[src/rtl/ahb_ic_pkg.sv]
// ---------------------------------------------------------------------------
// ahb_ic_pkg
// Shared types and constants for the single-manager AHB-Lite interconnect:
// HTRANS encoding, HRESP values and the default-subordinate state encoding.
// ---------------------------------------------------------------------------
package ahb_ic_pkg;

   typedef enum logic [1:0] {
      IDLE   = 2'b00,
      BUSY   = 2'b01,
      NONSEQ = 2'b10,
      SEQ    = 2'b11
   } htrans_e;

   localparam logic HRESP_OKAY  = 1'b0;
   localparam logic HRESP_ERROR = 1'b1;

   typedef enum logic [1:0] {
      DS_IDLE = 2'b00,
      DS_ERR1 = 2'b01,
      DS_ERR2 = 2'b10
   } ds_state_e;

   // A transfer carries data only for NONSEQ and SEQ; IDLE/BUSY never do.
   function automatic logic is_active(input logic [1:0] htrans);
      return (htrans == NONSEQ) || (htrans == SEQ);
   endfunction

endpackage

[src/rtl/ahb_default_subordinate.sv]
// ---------------------------------------------------------------------------
// ahb_default_subordinate
// Answers transfers to unmapped space. Active (NONSEQ/SEQ) transfers get the
// two-cycle AHB ERROR response; IDLE/BUSY get OKAY with no wait states.
// Ports:
//   HCLK, HRESETn  clock, asynchronous active-low reset
//   hready         bus HREADY (address phase accepted when high)
//   unmapped       current address phase decodes to no subordinate
//   trans_active   current HTRANS is NONSEQ or SEQ
//   hreadyout      default-subordinate HREADYOUT
//   hresp          default-subordinate HRESP (1 = ERROR)
// ---------------------------------------------------------------------------
module ahb_default_subordinate
   import ahb_ic_pkg::*;
(
   input  logic HCLK,
   input  logic HRESETn,
   input  logic hready,
   input  logic unmapped,
   input  logic trans_active,
   output logic hreadyout,
   output logic hresp
);

   ds_state_e state_q;
   ds_state_e state_d;
   logic      start_err;

   assign start_err = hready && unmapped && trans_active;

   // NOTE: state registers use non-blocking assignments so every flop samples
   // pre-edge values regardless of process evaluation order.
   always_ff @(posedge HCLK or negedge HRESETn) begin
      if (!HRESETn) state_q <= DS_IDLE;
      else          state_q <= state_d;
   end

   // NOTE: every variable gets a default first so no path leaves it
   // unassigned, which would otherwise infer a latch.
   always_comb begin
      state_d = state_q;
      case (state_q)
         DS_IDLE: if (start_err) state_d = DS_ERR1;
         DS_ERR1: state_d = DS_ERR2;
         DS_ERR2: state_d = start_err ? DS_ERR1 : DS_IDLE;
         default: state_d = DS_IDLE;
      endcase
   end

   // Outputs depend on the state register only, so the bus HREADY that feeds
   // start_err never loops back through this block.
   assign hreadyout = (state_q != DS_ERR1);
   assign hresp     = (state_q == DS_IDLE) ? HRESP_OKAY : HRESP_ERROR;

endmodule

[src/rtl/ahb_lite_interconnect.sv]
// ---------------------------------------------------------------------------
// ahb_lite_interconnect
// Single-manager AHB-Lite interconnect towards SubordinatesCount subordinates.
// The address phase is decoded combinationally to s_hsel (lowest index wins on
// overlap); the selection is registered for the data phase and used to return
// HRDATA/HREADYOUT/HRESP to the manager. Unmapped addresses go to a built-in
// default subordinate.
// Ports:
//   HCLK, HRESETn  clock, asynchronous active-low reset
//   m_haddr        manager address-phase address
//   m_htrans       manager transfer type
//   m_hrdata       read data to the manager
//   m_hready       bus HREADY, also the HREADYin of every subordinate
//   m_hresp        response to the manager, 1 = ERROR
//   s_hsel         per-subordinate select (one-hot or zero)
//   s_hrdata       packed per-subordinate read data, index 0 in the LSBs
//   s_hreadyout    per-subordinate HREADYOUT
//   s_hresp        per-subordinate HRESP
// Optional (macro AHB_IC_ERR_LOG_EN):
//   err_clr        clears err_valid
//   err_valid      sticky flag, set by the first transfer ending in ERROR
//   err_addr       address-phase HADDR of that transfer
// ---------------------------------------------------------------------------
module ahb_lite_interconnect
   import ahb_ic_pkg::*;
#(
   parameter int SubordinatesCount = 2,
   parameter int AddressWidth      = 32,
   parameter int DataWidth         = 32,
   parameter logic [AddressWidth-1:0] BaseAddr [SubordinatesCount] =
      '{32'h0000_0000, 32'h1000_0000},
   parameter logic [AddressWidth-1:0] AddrMask [SubordinatesCount] =
      '{32'hF000_0000, 32'hF000_0000}
) (
   input  logic                                   HCLK,
   input  logic                                   HRESETn,
   input  logic [AddressWidth-1:0]                m_haddr,
   input  logic [1:0]                             m_htrans,
   output logic [DataWidth-1:0]                   m_hrdata,
   output logic                                   m_hready,
   output logic                                   m_hresp,
   output logic [SubordinatesCount-1:0]           s_hsel,
   input  logic [SubordinatesCount*DataWidth-1:0] s_hrdata,
   input  logic [SubordinatesCount-1:0]           s_hreadyout,
   input  logic [SubordinatesCount-1:0]           s_hresp
`ifdef AHB_IC_ERR_LOG_EN
   ,
   input  logic                                   err_clr,
   output logic                                   err_valid,
   output logic [AddressWidth-1:0]                err_addr
`endif
);

   // Target index SubordinatesCount is the default subordinate.
   localparam int DsIdx   = SubordinatesCount;
   localparam int Targets = SubordinatesCount + 1;

   logic [SubordinatesCount-1:0] hit;
   logic                         unmapped;
   logic [Targets-1:0]           dsel_q;
   logic                         ds_hreadyout;
   logic                         ds_hresp;

   // Address decode: the first matching region claims the transfer.
   always_comb begin
      hit      = '0;
      unmapped = 1'b1;
      for (int i = 0; i < SubordinatesCount; i++) begin
         if (unmapped && ((m_haddr & AddrMask[i]) == BaseAddr[i])) begin
            hit[i]   = 1'b1;
            unmapped = 1'b0;
         end
      end
   end

   // Select is not qualified by HTRANS; subordinates do that themselves.
   assign s_hsel = hit;

   // Data-phase select advances only when the current data phase completes,
   // so wait states keep the response path pointed at the same target.
   always_ff @(posedge HCLK or negedge HRESETn) begin
      if (!HRESETn)      dsel_q <= {1'b1, {SubordinatesCount{1'b0}}};
      else if (m_hready) dsel_q <= {unmapped, hit};
   end

   ahb_default_subordinate u_ds (
      .HCLK         (HCLK),
      .HRESETn      (HRESETn),
      .hready       (m_hready),
      .unmapped     (unmapped),
      .trans_active (is_active(m_htrans)),
      .hreadyout    (ds_hreadyout),
      .hresp        (ds_hresp)
   );

   // dsel_q is one-hot, so an OR of the gated sources is a plain mux. The
   // default subordinate contributes no read data, which yields zero.
   always_comb begin
      m_hrdata = '0;
      m_hready = 1'b0;
      m_hresp  = HRESP_OKAY;
      for (int i = 0; i < SubordinatesCount; i++) begin
         if (dsel_q[i]) begin
            m_hrdata = m_hrdata | s_hrdata[i*DataWidth +: DataWidth];
            m_hready = m_hready | s_hreadyout[i];
            m_hresp  = m_hresp  | s_hresp[i];
         end
      end
      if (dsel_q[DsIdx]) begin
         m_hready = m_hready | ds_hreadyout;
         m_hresp  = m_hresp  | ds_hresp;
      end
   end

`ifdef AHB_IC_ERR_LOG_EN
   logic [AddressWidth-1:0] dp_addr_q;
   logic                    err_end;

   // Address of the transfer currently in its data phase.
   always_ff @(posedge HCLK or negedge HRESETn) begin
      if (!HRESETn)      dp_addr_q <= '0;
      else if (m_hready) dp_addr_q <= m_haddr;
   end

   // Second ERROR cycle: HRESP high while the data phase completes.
   assign err_end = m_hready && (m_hresp == HRESP_ERROR);

   // A new capture is allowed when the log is empty or being cleared in the
   // same cycle; the capture then takes precedence over the clear.
   always_ff @(posedge HCLK or negedge HRESETn) begin
      if (!HRESETn) begin
         err_valid <= 1'b0;
         err_addr  <= '0;
      end else if (err_end && (!err_valid || err_clr)) begin
         err_valid <= 1'b1;
         err_addr  <= dp_addr_q;
      end else if (err_clr) begin
         err_valid <= 1'b0;
      end
   end
`endif

endmodule

[config.mk]
export PLATFORM = sky130hd
export DESIGN_NAME = ahb_lite_interconnect
export DESIGN_NICKNAME = d
export VERILOG_FILES = /design/src/rtl/ahb_ic_pkg.sv /design/src/rtl/ahb_default_subordinate.sv /design/src/rtl/ahb_lite_interconnect.sv
export SDC_FILE = /design/constraint.sdc
export NUM_CORES = 1
export LEC_CHECK = 0
export BUFFER_PORTS_ARGS = -buffer_cell sky130_fd_sc_hd__buf_2
export CAP_MARGIN = 20
export CORE_MARGIN = 4
export CORE_UTILIZATION = 22
export DETAILED_ROUTE_END_ITERATION = 8
export GPL_TIMING_DRIVEN = 0
export PLACE_DENSITY_LB_ADDON = 0.3
export SLEW_MARGIN = 15
export SYNTH_ARGS = -nofsm -noshare
export SYNTH_HDL_FRONTEND = slang
export SYNTH_HIERARCHICAL = 1
export SYNTH_SLANG_ARGS = --single-unit
[constraint.sdc]
create_clock -name HCLK -period 1.75 [get_ports HCLK]
set_clock_uncertainty 0.15 [all_clocks]
set_input_delay 0.35 -clock HCLK [delete_from_list [all_inputs] [get_ports HCLK]]
set_output_delay 0.35 -clock HCLK [all_outputs]
set_load 0.1 [all_outputs]
# Yosys cells after proc, flatten, opt, wreduce, memory -nomap -nowiden
# Index checks and enable logic that the tools add are counted.
[word_totals] reg_bits=5 word_cells=36 inputBits=104
[op_classes] reduce_logical=6 mux=16 n_eq_ne=7 bitwise=5
[op_table] operator="two-way mux 32 bit" n=2
[op_table] operator="zero test 32 bit" n=1
[op_table] operator="OR 32 bit" n=1
[op_table] operator="two-way mux 1 bit" n=12
[op_table] operator="equality test 2 bit (second input constant)" n=3
[op_table] operator="one-hot mux 2 bit (3 select lines)" n=1
[op_table] operator="equality test 4 x 1 -> 1 bit (second input constant)" n=1
[op_table] operator="!= test 2 x 1 -> 1 bit (second input constant)" n=2
[op_table] operator="OR 1 bit" n=4
[op_table] operator="logical AND 1 bit" n=3
[op_table] operator="equality test 2 x 1 -> 1 bit (second input constant)" n=1
[op_table] operator="zero test 2 bit" n=1
[op_table] operator="two-way mux 2 bit" n=1
[op_table] operator="logical OR 1 bit" n=1

# Logic depth before layout (Yosys ltp)
[depth] word_depth=9 depth_mapped=4 depth_no_buf=4

# Hierarchy
# The synthesis kept the hierarchy.
[by_module_without_submodules] mod="ahb_lite_interconnect" area_per_inst_um2=496.7 instances=1 cells_each=56 seq_area_each_um2=76.3
[by_module_without_submodules] mod="ahb_default_subordinate" area_per_inst_um2=78.8 instances=1 cells_each=6 seq_area_each_um2=50.0

# Worst setup path before layout
# Ideal clock, no wire load.
[synth_path] path_type="input-to-reg" from="in m_haddr[30]" to="reg dsel_q[1]" path_buffers=0 setup_slack_ns=-2.420 path_stages=2 arrival_time_ns=3.941 required_time_ns=1.521 path_cell_list="nor4b_1 > o21a_1"
[synth_via] elab_chain_cells=4
[synth_rtl] item="from (decl)" line_no="ahb_lite_interconnect.sv:37" source="input logic [AddressWidth-1:0] m_haddr,"
[synth_rtl] item="zero test 32 bit" line_no="ahb_lite_interconnect.sv:69" source="if (unmapped && ((m_haddr & AddrMask[i]) == BaseAddr[i])) begin"
[synth_rtl] item="two-way mux 1 bit" line_no="ahb_lite_interconnect.sv:69"
[synth_rtl] item="logical AND 1 bit *" line_no="ahb_lite_interconnect.sv:69"
[synth_rtl] item="two-way mux 1 bit *" line_no="ahb_lite_interconnect.sv:69"
[synth_rtl] item="to (signal assigned)" line_no="ahb_lite_interconnect.sv:82" source="if (!HRESETn) dsel_q <= {1'b1, {SubordinatesCount{1'b0}}};"
[synth_rtl] item="to (signal assigned)" line_no="ahb_lite_interconnect.sv:83" source="else if (m_hready) dsel_q <= {unmapped, hit};"
[synth_rtl] item="to (decl)" line_no="ahb_lite_interconnect.sv:60" source="logic [Targets-1:0] dsel_q;"
# Mark *: on every way between the ends. The rest lies on a longest branch, timed or not.
# A chain may end at the register's enable or synchronous reset.

# Worst setup path after layout
[layout_path] from="reg dsel_q[0]" to="out m_hready"
[layout_via] elab_chain_cells=5
[layout_rtl] item="two-way mux 1 bit *" line_no="ahb_lite_interconnect.sv:103" source="if (dsel_q[i]) begin"
[layout_rtl] item="OR 1 bit" line_no="ahb_lite_interconnect.sv:105" source="m_hready = m_hready | s_hreadyout[i];"
[layout_rtl] item="two-way mux 1 bit *" line_no="ahb_lite_interconnect.sv:103"
[layout_rtl] item="OR 1 bit" line_no="ahb_lite_interconnect.sv:110" source="m_hready = m_hready | ds_hreadyout;"
[layout_rtl] item="two-way mux 1 bit *" line_no="ahb_lite_interconnect.sv:109" source="if (dsel_q[DsIdx]) begin"
[layout_rtl] item="to (decl)" line_no="ahb_lite_interconnect.sv:40" source="output logic m_hready,"
# Marked as above.

==> results.md <==
- Final Hold Viols: 0
- Fmax: 0.506 GHz
- Mapped cell area: 576 um^2
- Fin nets: 295
- Syn Nets: 166
- Startpoint Class: register
- Wire length per cell: 21.3 um
- Syn avg cell area: 9.28 um^2
- CTS Buf Count: 3
- Area leader, netlist: a22o_1
- Diodes inserted: 0
- Fillers: 136
- Detailed router's first-iteration violation count: 107
- GRT Total Usage: 18.0%
- Total grt overflow: 0
- Vias in the first global route: 1078
- Die height: 59.2 um
- Max-cap violation count: 0
- Syn-to-layout area delta: 240%
- Detailed Place HPWL: 2.44 mm
- Final worst path period need: 1.98 ns
- First-pass GRT wire length: 4.85 mm
- Post-route cell area: 0.00196 mm^2
- Register area share after synthesis: 22.0%
- Initial antenna violation count: 0
- Pwr dens: 192 mW/mm^2
- Min-Delay Path Class: in2reg
- GP Congestion: 0.686
- DRC viols: 0
- Placed Area: 0.00119 mm^2
- Distinct cells, synth: 19
- CP Max Fanout: 7
- Violated checks: negative setup slack
- Slew Viols, Final: 0
- Fin crit share: 113%
- First-pass DRT Iterations: 6
- Clk sinks: 5
- Hold slack final: 0.246 ns
- Antenna Nets Post-Route: 0
- Initial Utilization: 23.2%
- Die Area: 0.00350 mm^2
- Crit. End Element: output port
- Slew @ Worst Pin: 0.331 ns
- Routed wire length: 4.69 mm
- Unrepaired setup endpoints after global routing: true
- Layout cells sized above 1: 82.6%
- CP startpoint: dsel_q[0]
- Worst path required time: 1.25 ns
- Relative slew slack: 77.9%
- TritonCTS clock tree: done
- Depth of the CTS H-tree: 1
- Row cnt: 18
- Worst setup margin: -0.226 ns
- Crit path kind: reg2out
- Vias/cell: 5.52
- Largest cells by area after synthesis: a22o_1 (49%), dfrtp_1 (17%), clkbuf_1 (4.6%)
- Overall die width: 59.2 um
- Pleak: 1.04 nW
- CTS Buffer Depth: 2
- Clock latency on the worst-skew pair: 0.24 ns
- Final setup violating endpoints: 34
- Outcome: complete, but fails checks
- CTS Root Cell: clkbuf_4
- WP data arrival: 1.48 ns
- Top Ports: 140
- Yosys Warn Count: 6
- Area of the core: 0.00248 mm^2
- CTS clock-pin slew for the worst setup and hold paths: 0.05 ns
- Vias: 1215
- RR Startpoint: dsel_q[0]
- Post-Syn Instances: 62
- Worst vdd ir: 0.342 mV
- Number of synthesized register bits: 5
- Port-buffer cells: 109
- Share of the synthesized area in the top cell type: 48.7%
- Min-delay src: m_htrans[1]
- Largest net degree at the start of global routing: 11
-- metal layers --
metal / track usage [%] / vias to the layer above / wire, um
met1: 17.5 / 566 / 1570
met3: 5.66 / 26 / 434
li1: - / 521 / -
met2: 34.4 / 102 / 2480
met5: 0 / - / 0
met4: 7.44 / 0 / 204
-- path summary, 6_finish.rpt --
kind / end / slack (ns) / cells after the start
worst max-delay path: m_hready / -0.23 / 5
worst min-delay path: u_ds/state_q[0] / 0.25 / 2
worst max register to register: dsel_q[0] / 0.03 / 5
worst min register to register: u_ds/state_q[1] / 0.29 / 1
max in group asynchronous: dsel_q[2] / 0.94 / 2
min in group asynchronous: u_ds/state_q[1] / 0.29 / 2
-- cell families after synthesis --
logic type             Yosys count  synth area share, %
multiplexers                     2                 3.91
buffers and inverters           11                 8.70
AND/OR/NAND/NOR                  7                 8.70
AO/OA/AOI/OAI                   37                 56.7
flip-flops                       5                 22.0
-- per-stage QoR --
stage	worst slack [ns]	util, %	instances	TNS (ns)	power [mW]
after global routing	-0.275	79.1	220	-7.73	0.404
after detailed placement	-0.220	48.2	201	-6.11	0.223
final	-0.226	79.1	220	-6.10	0.376
after floorplan	-0.274	-	62	-9.36	0.133
after global placement	-0.197	48.2	201	-5.02	0.221
after CTS	-0.193	63.8	214	-3.44	0.360
-- where the power goes --
part / switching, mW / leakage [nW] / total (mW) / internal (mW)
Combinational: 0.0603 / 0.961 / 0.127 / 0.0663
Sequential: 0 / 0.0645 / 0.116 / 0.116
Clock: 0.0471 / 0.0150 / 0.133 / 0.0862
-- final cells by class --
| cell class | count | area, um^2 | area share, % |
|---|---|---|---|
| Timing Repair Buffer | 125 | 1100 | 55.9 |
| Sequential cell | 5 | 128 | 6.51 |
| Buffer | 8 | 93.8 | 4.79 |
| Multi-Input combinational cell | 46 | 568 | 29.0 |
| Tap cell | 30 | 37.5 | 1.92 |
| Clock buffer | 4 | 26.3 | 1.34 |
| Inverter | 2 | 10.0 | 0.511 |
-- sequential cells by signal, summed over array words and instances, names as in the netlist --
register	cells
dsel_q	3
u_ds/state_q	2
-- worst max-delay path, cell delays in order, from the launching register on --
cell and delay, ns:
dfrtp_1 0.38, buf_6 0.14, a222oi_1 0.33, buf_4 0.19
inv_4 0.04, buf_12 0.15
-- Yosys cell counts, drive strengths merged --
library cell	number
a22o	32
clkbuf	7
dfrtp	4
a222oi	2
buf	2
inv	2
mux2	2
a221o	1
a221oi	1
and4b	1
dfstp	1
nand2b	1
nor2b	1
nor4	1
nor4b	1
o21a	1
or2	1
or3	1
-- cells in the final DEF (no fill, tap or decap), drive strengths merged --
master and n:
mux2 2, nand2b 1, nor4 1, a22o 32, o21a 1, buf 128
a222oi 2, a221oi 1, and4b 1, or3 1, or2 1, dfstp 1
nor2b 1, a221o 1, dlygate4sd3 1, inv 2, clkbuf 8, nor4b 1
dfrtp 4
-- timing repair --
item,CTS,global route
setup buffers,9,8
pin swaps,3,6
resized for setup,93,69
endpoints found under the hold margin,5,0
hold buffers,1,0
gates cloned,0,3
setup endpoints to repair,35,37
Power figures use the tool's default switching activity.
